--- config.mk ---
export PLATFORM = sky130hd
export DESIGN_NAME = wb_port_arbiter_flat
export DESIGN_NICKNAME = d
export VERILOG_FILES = /design/src/rtl/wb_port_arbiter_pkg.sv /design/src/rtl/wb_port_arbiter_if.sv /design/src/rtl/wb_fifo.sv /design/src/rtl/wb_port_arbiter.sv /design/src/flat_wrapper.sv
export SDC_FILE = /design/constraint.sdc
export NUM_CORES = 1
export LEC_CHECK = 0
export CAP_MARGIN = 25
export CORE_ASPECT_RATIO = 0.7
export CORE_MARGIN = 2
export CORE_UTILIZATION = 55
export CTS_BUF_LIST = sky130_fd_sc_hd__clkbuf_4 sky130_fd_sc_hd__clkbuf_8
export DETAILED_ROUTE_END_ITERATION = 8
export GPL_TIMING_DRIVEN = 0
export PLACE_DENSITY = 0.82
export SLEW_MARGIN = 25
export SYNTH_ARGS = -nofsm -noshare
export SYNTH_HDL_FRONTEND = slang
export SYNTH_SLANG_ARGS = --single-unit
--- constraint.sdc ---
create_clock -name clk -period 2.4 [get_ports clk]
set_input_delay 0.24 -clock clk [delete_from_list [all_inputs] [get_ports clk]]
set_output_delay 0.24 -clock clk [all_outputs]
set_load 0.01 [all_outputs]
--- src/rtl/wb_port_arbiter_pkg.sv ---
// Shared types and constants for the write-back port arbiter.
// Optional feature macro: WB_RR_EN (round-robin contention resolution).
package wb_port_arbiter_pkg;

  localparam int REG_ID_W      = 4;
  localparam int DATA_W        = 16;
  localparam int WB_FIFO_DEPTH = 2;
  localparam int CNT_W         = 2;

  // One buffered register-file write
  typedef struct packed {
    logic [REG_ID_W-1:0] id;
    logic [DATA_W-1:0]   data;
  } wr_req_t;

  typedef enum logic {
    PORT_A = 1'b0,
    PORT_B = 1'b1
  } port_sel_t;

  // Register id to pending-mask bit
  function automatic logic [(1<<REG_ID_W)-1:0] reg_onehot(input logic [REG_ID_W-1:0] r);
    return {{((1<<REG_ID_W)-1){1'b0}}, 1'b1} << r;
  endfunction

endpackage

--- src/rtl/wb_port_arbiter_if.sv ---
// Bus bundle for the write-back arbiter: two producer request ports,
// the registered register-file write port and the pending-write mask.
// Handshake: a request transfers on a rising edge where x_valid && x_ready;
// x_ready depends only on registered state, never on x_valid.
interface wb_port_arbiter_if;
  import wb_port_arbiter_pkg::*;

  logic                      a_valid;
  logic                      a_ready;
  logic [REG_ID_W-1:0]       a_reg;
  logic [DATA_W-1:0]         a_data;
  logic                      b_valid;
  logic                      b_ready;
  logic [REG_ID_W-1:0]       b_reg;
  logic [DATA_W-1:0]         b_data;
  logic                      WriteReg;
  logic [REG_ID_W-1:0]       DstReg;
  logic [DATA_W-1:0]         DstData;
  logic [(1<<REG_ID_W)-1:0]  pend_mask;

  modport slave (
    input  a_valid, a_reg, a_data, b_valid, b_reg, b_data,
    output a_ready, b_ready, WriteReg, DstReg, DstData, pend_mask
  );

  modport master (
    output a_valid, a_reg, a_data, b_valid, b_reg, b_data,
    input  a_ready, b_ready, WriteReg, DstReg, DstData, pend_mask
  );

endinterface

--- src/rtl/wb_fifo.sv ---
// Two-entry strict FIFO of write requests. Exposes count, head and the
// per-slot valid/reg view that the pending-write mask is built from.
module wb_fifo
  import wb_port_arbiter_pkg::*;
(
  input  logic                               clk,
  input  logic                               rst,
  input  logic                               push,
  input  wr_req_t                            push_req,
  input  logic                               pop,
  output logic [CNT_W-1:0]                   count,
  output wr_req_t                            head,
  output logic [WB_FIFO_DEPTH-1:0]           slot_valid,
  output logic [WB_FIFO_DEPTH-1:0][REG_ID_W-1:0] slot_reg
);

  wr_req_t          mem [WB_FIFO_DEPTH];
  logic             rd_ptr;
  logic             wr_ptr;
  logic [CNT_W-1:0] cnt;
  logic             push_ok;
  logic             pop_ok;

  // A full FIFO refuses pushes even when it pops in the same cycle
  assign push_ok = push && (cnt != CNT_W'(WB_FIFO_DEPTH));
  assign pop_ok  = pop && (cnt != '0);

  // Pointer and occupancy update
  always_ff @(posedge clk or negedge rst) begin
    if (!rst) begin
      rd_ptr <= 1'b0;
      wr_ptr <= 1'b0;
      cnt    <= '0;
    end else begin
      if (push_ok) wr_ptr <= ~wr_ptr;
      if (pop_ok)  rd_ptr <= ~rd_ptr;
      case ({push_ok, pop_ok})
        2'b10:   cnt <= cnt + CNT_W'(1);
        2'b01:   cnt <= cnt - CNT_W'(1);
        default: cnt <= cnt;
      endcase
    end
  end

  // Entry storage; contents are meaningless until marked valid
  always_ff @(posedge clk) begin
    if (push_ok) mem[wr_ptr] <= push_req;
  end

  // Per-slot occupancy view for the pending mask
  always_comb begin
    for (int i = 0; i < WB_FIFO_DEPTH; i++) begin
      slot_valid[i] = (cnt == CNT_W'(2)) || ((cnt == CNT_W'(1)) && (rd_ptr == 1'(i)));
      slot_reg[i]   = mem[i].id;
    end
  end

  assign count = cnt;
  assign head  = mem[rd_ptr];

endmodule

--- src/rtl/wb_port_arbiter.sv ---
// Write-back arbiter: two buffered producer ports share one registered
// register-file write port. Writes to r0 are accepted and dropped.
// Optional feature macro: WB_RR_EN selects round-robin on contention;
// without it port A always wins contention.
module wb_port_arbiter
  import wb_port_arbiter_pkg::*;
(
  input  logic                 clk,
  input  logic                 rst,
  wb_port_arbiter_if.slave     bus
);

  logic [CNT_W-1:0]                      a_cnt, b_cnt;
  wr_req_t                               a_head, b_head;
  logic [WB_FIFO_DEPTH-1:0]              a_slot_valid, b_slot_valid;
  logic [WB_FIFO_DEPTH-1:0][REG_ID_W-1:0] a_slot_reg, b_slot_reg;
  logic                                  a_ready, b_ready;
  logic                                  a_push, b_push;
  logic                                  a_pop, b_pop;
  logic                                  a_ne, b_ne;
  logic                                  grant_any;
  port_sel_t                             grant_sel;
  wr_req_t                               grant_req;
  logic                                  write_reg_q;
  logic [REG_ID_W-1:0]                   dst_reg_q;
  logic [DATA_W-1:0]                     dst_data_q;
  logic [(1<<REG_ID_W)-1:0]              pend;

  assign a_ready = (a_cnt < CNT_W'(WB_FIFO_DEPTH));
  assign b_ready = (b_cnt < CNT_W'(WB_FIFO_DEPTH));

  // r0 writes complete the handshake but never enter a FIFO
  assign a_push = bus.a_valid && a_ready && (bus.a_reg != '0);
  assign b_push = bus.b_valid && b_ready && (bus.b_reg != '0);

  assign a_ne = (a_cnt != '0);
  assign b_ne = (b_cnt != '0);

  wb_fifo u_fifo_a (
    .clk        (clk),
    .rst        (rst),
    .push       (a_push),
    .push_req   ('{id: bus.a_reg, data: bus.a_data}),
    .pop        (a_pop),
    .count      (a_cnt),
    .head       (a_head),
    .slot_valid (a_slot_valid),
    .slot_reg   (a_slot_reg)
  );

  wb_fifo u_fifo_b (
    .clk        (clk),
    .rst        (rst),
    .push       (b_push),
    .push_req   ('{id: bus.b_reg, data: bus.b_data}),
    .pop        (b_pop),
    .count      (b_cnt),
    .head       (b_head),
    .slot_valid (b_slot_valid),
    .slot_reg   (b_slot_reg)
  );

`ifdef WB_RR_EN
  port_sel_t rr_ptr;

  // Flip the preferred port after every contended grant
  always_ff @(posedge clk or negedge rst) begin
    if (!rst) begin
      rr_ptr <= PORT_A;
    end else if (a_ne && b_ne) begin
      rr_ptr <= (rr_ptr == PORT_A) ? PORT_B : PORT_A;
    end
  end
`endif

  // Pick which FIFO head goes to the write port this cycle
  always_comb begin
    grant_any = a_ne || b_ne;
    grant_sel = PORT_A;
    if (a_ne && b_ne) begin
`ifdef WB_RR_EN
      grant_sel = rr_ptr;
`else
      grant_sel = PORT_A;
`endif
    end else if (b_ne) begin
      grant_sel = PORT_B;
    end
    grant_req = (grant_sel == PORT_B) ? b_head : a_head;
    a_pop     = grant_any && (grant_sel == PORT_A);
    b_pop     = grant_any && (grant_sel == PORT_B);
  end

  // Registered write port; id/data hold while no write is issued
  always_ff @(posedge clk or negedge rst) begin
    if (!rst) begin
      write_reg_q <= 1'b0;
      dst_reg_q   <= '0;
      dst_data_q  <= '0;
    end else begin
      write_reg_q <= grant_any;
      if (grant_any) begin
        dst_reg_q  <= grant_req.id;
        dst_data_q <= grant_req.data;
      end
    end
  end

  // Pending mask: every queued entry plus the write on the output port
  always_comb begin
    pend = '0;
    for (int i = 0; i < WB_FIFO_DEPTH; i++) begin
      if (a_slot_valid[i]) pend = pend | reg_onehot(a_slot_reg[i]);
      if (b_slot_valid[i]) pend = pend | reg_onehot(b_slot_reg[i]);
    end
    if (write_reg_q) pend = pend | reg_onehot(dst_reg_q);
  end

  assign bus.a_ready   = a_ready;
  assign bus.b_ready   = b_ready;
  assign bus.WriteReg  = write_reg_q;
  assign bus.DstReg    = dst_reg_q;
  assign bus.DstData   = dst_data_q;
  assign bus.pend_mask = pend;

endmodule

--- src/flat_wrapper.sv ---
// flat-port wrapper written by rule: the top's interface ports become plain ports
module wb_port_arbiter_flat import wb_port_arbiter_pkg::*;
  (clk, rst, bus_a_valid, bus_a_reg, bus_a_data, bus_b_valid, bus_b_reg, bus_b_data, bus_a_ready, bus_b_ready, bus_WriteReg, bus_DstReg, bus_DstData, bus_pend_mask);
  wb_port_arbiter_if bus_i ();
  input  logic clk;
  input  logic rst;
  input wire logic [$bits(bus_i.a_valid)-1:0] bus_a_valid;
  input wire logic [$bits(bus_i.a_reg)-1:0] bus_a_reg;
  input wire logic [$bits(bus_i.a_data)-1:0] bus_a_data;
  input wire logic [$bits(bus_i.b_valid)-1:0] bus_b_valid;
  input wire logic [$bits(bus_i.b_reg)-1:0] bus_b_reg;
  input wire logic [$bits(bus_i.b_data)-1:0] bus_b_data;
  output wire logic [$bits(bus_i.a_ready)-1:0] bus_a_ready;
  output wire logic [$bits(bus_i.b_ready)-1:0] bus_b_ready;
  output wire logic [$bits(bus_i.WriteReg)-1:0] bus_WriteReg;
  output wire logic [$bits(bus_i.DstReg)-1:0] bus_DstReg;
  output wire logic [$bits(bus_i.DstData)-1:0] bus_DstData;
  output wire logic [$bits(bus_i.pend_mask)-1:0] bus_pend_mask;
  assign bus_i.a_valid = bus_a_valid;
  assign bus_i.a_reg = bus_a_reg;
  assign bus_i.a_data = bus_a_data;
  assign bus_i.b_valid = bus_b_valid;
  assign bus_i.b_reg = bus_b_reg;
  assign bus_i.b_data = bus_b_data;
  assign bus_a_ready = bus_i.a_ready;
  assign bus_b_ready = bus_i.b_ready;
  assign bus_WriteReg = bus_i.WriteReg;
  assign bus_DstReg = bus_i.DstReg;
  assign bus_DstData = bus_i.DstData;
  assign bus_pend_mask = bus_i.pend_mask;
  wb_port_arbiter u_core (.clk(clk), .rst(rst), .bus(bus_i));
endmodule
==> flow_summary.yaml <==
job:
  maxCapViolCount: 0
clock_network:
  clock_sinks: 109
  path_clk_slew_ns: 0.11
  cts_tree: "built"
  cts_root_buf: "clkbuf_8"
  ctsLongestPathBuffers: 2
  numCtsBuffers: 9
  worstSkewPairLatency_ns: 0.37
  cts_htree_levels: 3
route:
  drc: 0
  wl_per_cell_um: 20.0
  num_vias: 3859
  ant_nets: 0
  drt-vias-per-instance: 5.82
  drtIter0Drc: 351
  finalWirelength_um: 13200
  firstDrtPassIters: 5
timing:
  fin_setup_tns_ns: -0.134
  fmax_ghz: 0.406
  setup-violations-final: 4
  fin_hold_ws_ns: 0.438
  layout_setup_ws_ns: -0.0648
  period_needed_ns: 2.46
  max_slew_margin_pct: 53.1
  fin_crit_sh_pct: 103
  finalClockSkew_ns: 0.0129
  rsz0062_at_grt: "true"
  slew_violations: 0
  worst_slew_pin_slew_ns: 0.704
  hold_viol: 0
yosys:
  synth_flop_cell: "edfxtp_1"
  async_reset_ff_share_pct: 26.6
  synth_nets: 472
  synth_area_leaders: "edfxtp_1, dfrtp_1, mux2i_1, nand2_1, o21ai_0"
  ys_ff_latch: 109
  yosysTopAreaCell: "edfxtp_1"
  ys_seq_area_share_pct: 61.9
  synth_most_common_cell: "edfxtp_1"
  ys_top_cells_by_count: "edfxtp_1, nand2_1, mux2i_1"
  ys_types: 44
  synth_cells: 418
  ys_warn_count: 0
  synth_top_area_share_pct: 47.6
  synth-edff-count: 80
  synth_area_um2: 5050
  syn_avg_cell_area_um2: 12.1
finish:
  n_antenna_cell: 0
  utilization_pct: 72.8
  layout-drive-gt1-share_pct: 18.6
  area_growth_pct: 29.7
  layout.nets: 588
floorplanning:
  initial_utilization_pct: 56.1
  dieWidth_um: 119
  coreArea_um2: 9000
  dieArea_um2: 9980
  die_y_um: 84.2
  ios: 83
  rows: 29
global_routing:
  antenna_found_initial: 0
  gr-total-overflow: 0
  grt_max_degree: 30
  grt_pass1_vias: 3974
  grtUsageTotal_pct: 27.5
  grt_pass1_wl_um: 21100
worst_setup_path:
  critPathRequiredTime_ns: 2.16
  cpPeakStageDelay_ns: 0.54
  r2r-end: "u_core.u_fifo_b.mem[1][12]$_DFFE_PP_"
  end_kind: "output port"
  critical_path.slowest_cell: "or4_4"
  r2r_start: "u_core.u_fifo_b.count[1]$_DFFE_PN0P_"
  cpMostUsedCell: "buf_6"
  crit_chain: "inv_2, ha_4, buf_6, a21o_4, nand3_4, o22ai_2, or4_4, buf_6"
  arrival_ns: 2.22
  cp_max_fo: 4
  r2r_setup_slack_ns: 0.28
  ff2ff_path_depth: 5
  start_kind: "flip-flop"
  path_class: "flip-flop to output port"
power:
  ir_worst_vdd_uv: 963
  p_leak_nw: 2.49
  power_per_cell_area_nw_per_um2: 1230
  p_total_mw: 8.08
place:
  dpl.hpwl_um: 9210
  port_buffers: 82
  place.gp.congestion: 0.909
outcome:
  outcome: "finished with violations"
  violations: "negative setup slack"
hold_path:
  min_path_type: "primary input to asynchronous set/reset pin"
cell type report:
cell class	instances	area, um2
tap	124	155
inverter	15	56.3
clock inverter	6	80.1
timing repair buffer	105	942
sequential	109	3130
buffer	20	95.1
multi-input combinational	274	1960
fill	640	2450
clock buffer	10	131
critical path, delay by kind of cell, from the launching register on:
kind            cells  cell delay, ns
simple gates        2            0.64
flops               1            0.40
buf+inv             3            0.35
compound gates      2            0.30
fa+ha+maj           1            0.17
where the power goes:
group | leakage (nW) | internal [mW] | total, mW | switching, mW
Sequential | 1.08 | 2.60 | 2.93 | 0.331
Combinational | 1.31 | 1.74 | 3.97 | 2.24
Clock | 0.109 | 0.517 | 1.17 | 0.657
Total | 2.49 | 4.85 | 8.08 | 3.22
cells by family after synthesis:
family	synth area share [%]
and+or+nand+nor	12.8
muxes	7.93
buffers and inverters	3.00
AOI/OAI and AO/OA	10.6
adders and majority gates	2.48
DFF	61.9
xor gates and xnor gates	1.21
sequential cells by signal (all words and copies together), names as in the netlist:
register,flops
u_core.u_fifo_a.count,2
u_core.u_fifo_b.count,2
u_core.u_fifo_a.wr_ptr,1
u_core.u_fifo_a.rd_ptr,1
u_core.u_fifo_b.mem,40
u_core.u_fifo_b.wr_ptr,1
u_core.bus.WriteReg,1
u_core.u_fifo_a.mem,40
u_core.u_fifo_b.rd_ptr,1
u_core.bus.DstReg,4
u_core.bus.DstData,16
layout by cell type (no fill, tap or decap), types with 6 or more instances in the layout:
cell | Yosys | layout
edfxtp_1 | 80 | 80
clkdlybuf4s50_1 | 0 | 65
nand2_1 | 51 | 51
mux2i_1 | 40 | 40
o21ai_0 | 31 | 31
dfrtp_1 | 29 | 29
buf_2 | 7 | 21
nor2_1 | 24 | 19
buf_4 | 1 | 18
o22ai_1 | 14 | 13
o21ai_1 | 14 | 13
inv_1 | 15 | 11
clkbuf_1 | 10 | 10
clkbuf_8 | 0 | 9
nand3_1 | 9 | 8
buf_6 | 1 | 8
o211ai_1 | 8 | 8
or3_1 | 9 | 8
nand2b_1 | 7 | 7
nor3_1 | 6 | 6
xnor2_1 | 6 | 6
ha_1 | 10 | 6
how the worst max path moves through the flow:
| stage | slack, ns | to | startpoint | cells past startpoint |
|---|---|---|---|---|
| 5_1_grt | -0.13 | bus_pend_mask[6] | u_core.u_fifo_a.count[1]$_DFFE_PN0P_ | 8 |
| 4_1_cts | -0.06 | bus_pend_mask[14] | u_core.u_fifo_a.count[1]$_DFFE_PN0P_ | 9 |
| 3_5_place_dp | -0.19 | bus_pend_mask[6] | u_core.u_fifo_a.count[1]$_DFFE_PN0P_ | 7 |
| 6_report | -0.06 | bus_pend_mask[6] | u_core.u_fifo_a.count[1]$_DFFE_PN0P_ | 8 |
| 3_3_place_gp | -0.59 | u_core.u_fifo_b.mem[1][14]$_DFFE_PP_ | bus_b_reg[0] | 4 |
| 2_1_floorplan | 0.16 | u_core.u_fifo_a.mem[1][0]$_DFFE_PP_ | u_core.u_fifo_a.count[0]$_DFFE_PN0P_ | 5 |
what timing repair did:
item / in CTS / in global routing
gates cloned: 0 / 0
resized for setup: 79 / 22
buffers inserted: 19 / 3
pin swaps: 13 / 16
endpoints found under the hold margin: 29 / 0
setup endpoints to repair: 16 / 16
hold buffers: 1 / 0
through the flow:
stage | setup WS [ns] | cell area, um2 | cells
3_5_place_dp | -0.185 | 6050 | 624
5_1_grt | -0.135 | 6550 | 663
4_1_cts | -0.0614 | 6450 | 660
3_3_place_gp | -0.590 | 6030 | 624
2_1_floorplan | 0.164 | 5050 | 418
6_report | -0.0648 | 6550 | 663
layer usage:
| layer | track usage [%] | vias to the layer above | part of all wire [%] |
|---|---|---|---|
| li1 | - | 1766 | - |
| met1 | 37.6 | 1891 | 44 |
| met2 | 44.1 | 182 | 46 |
| met3 | 8.15 | 20 | 8.4 |
| met4 | 6.39 | 0 | 1.5 |
| met5 | 0 | - | 0 |
Power figures use the tool's default switching activity.
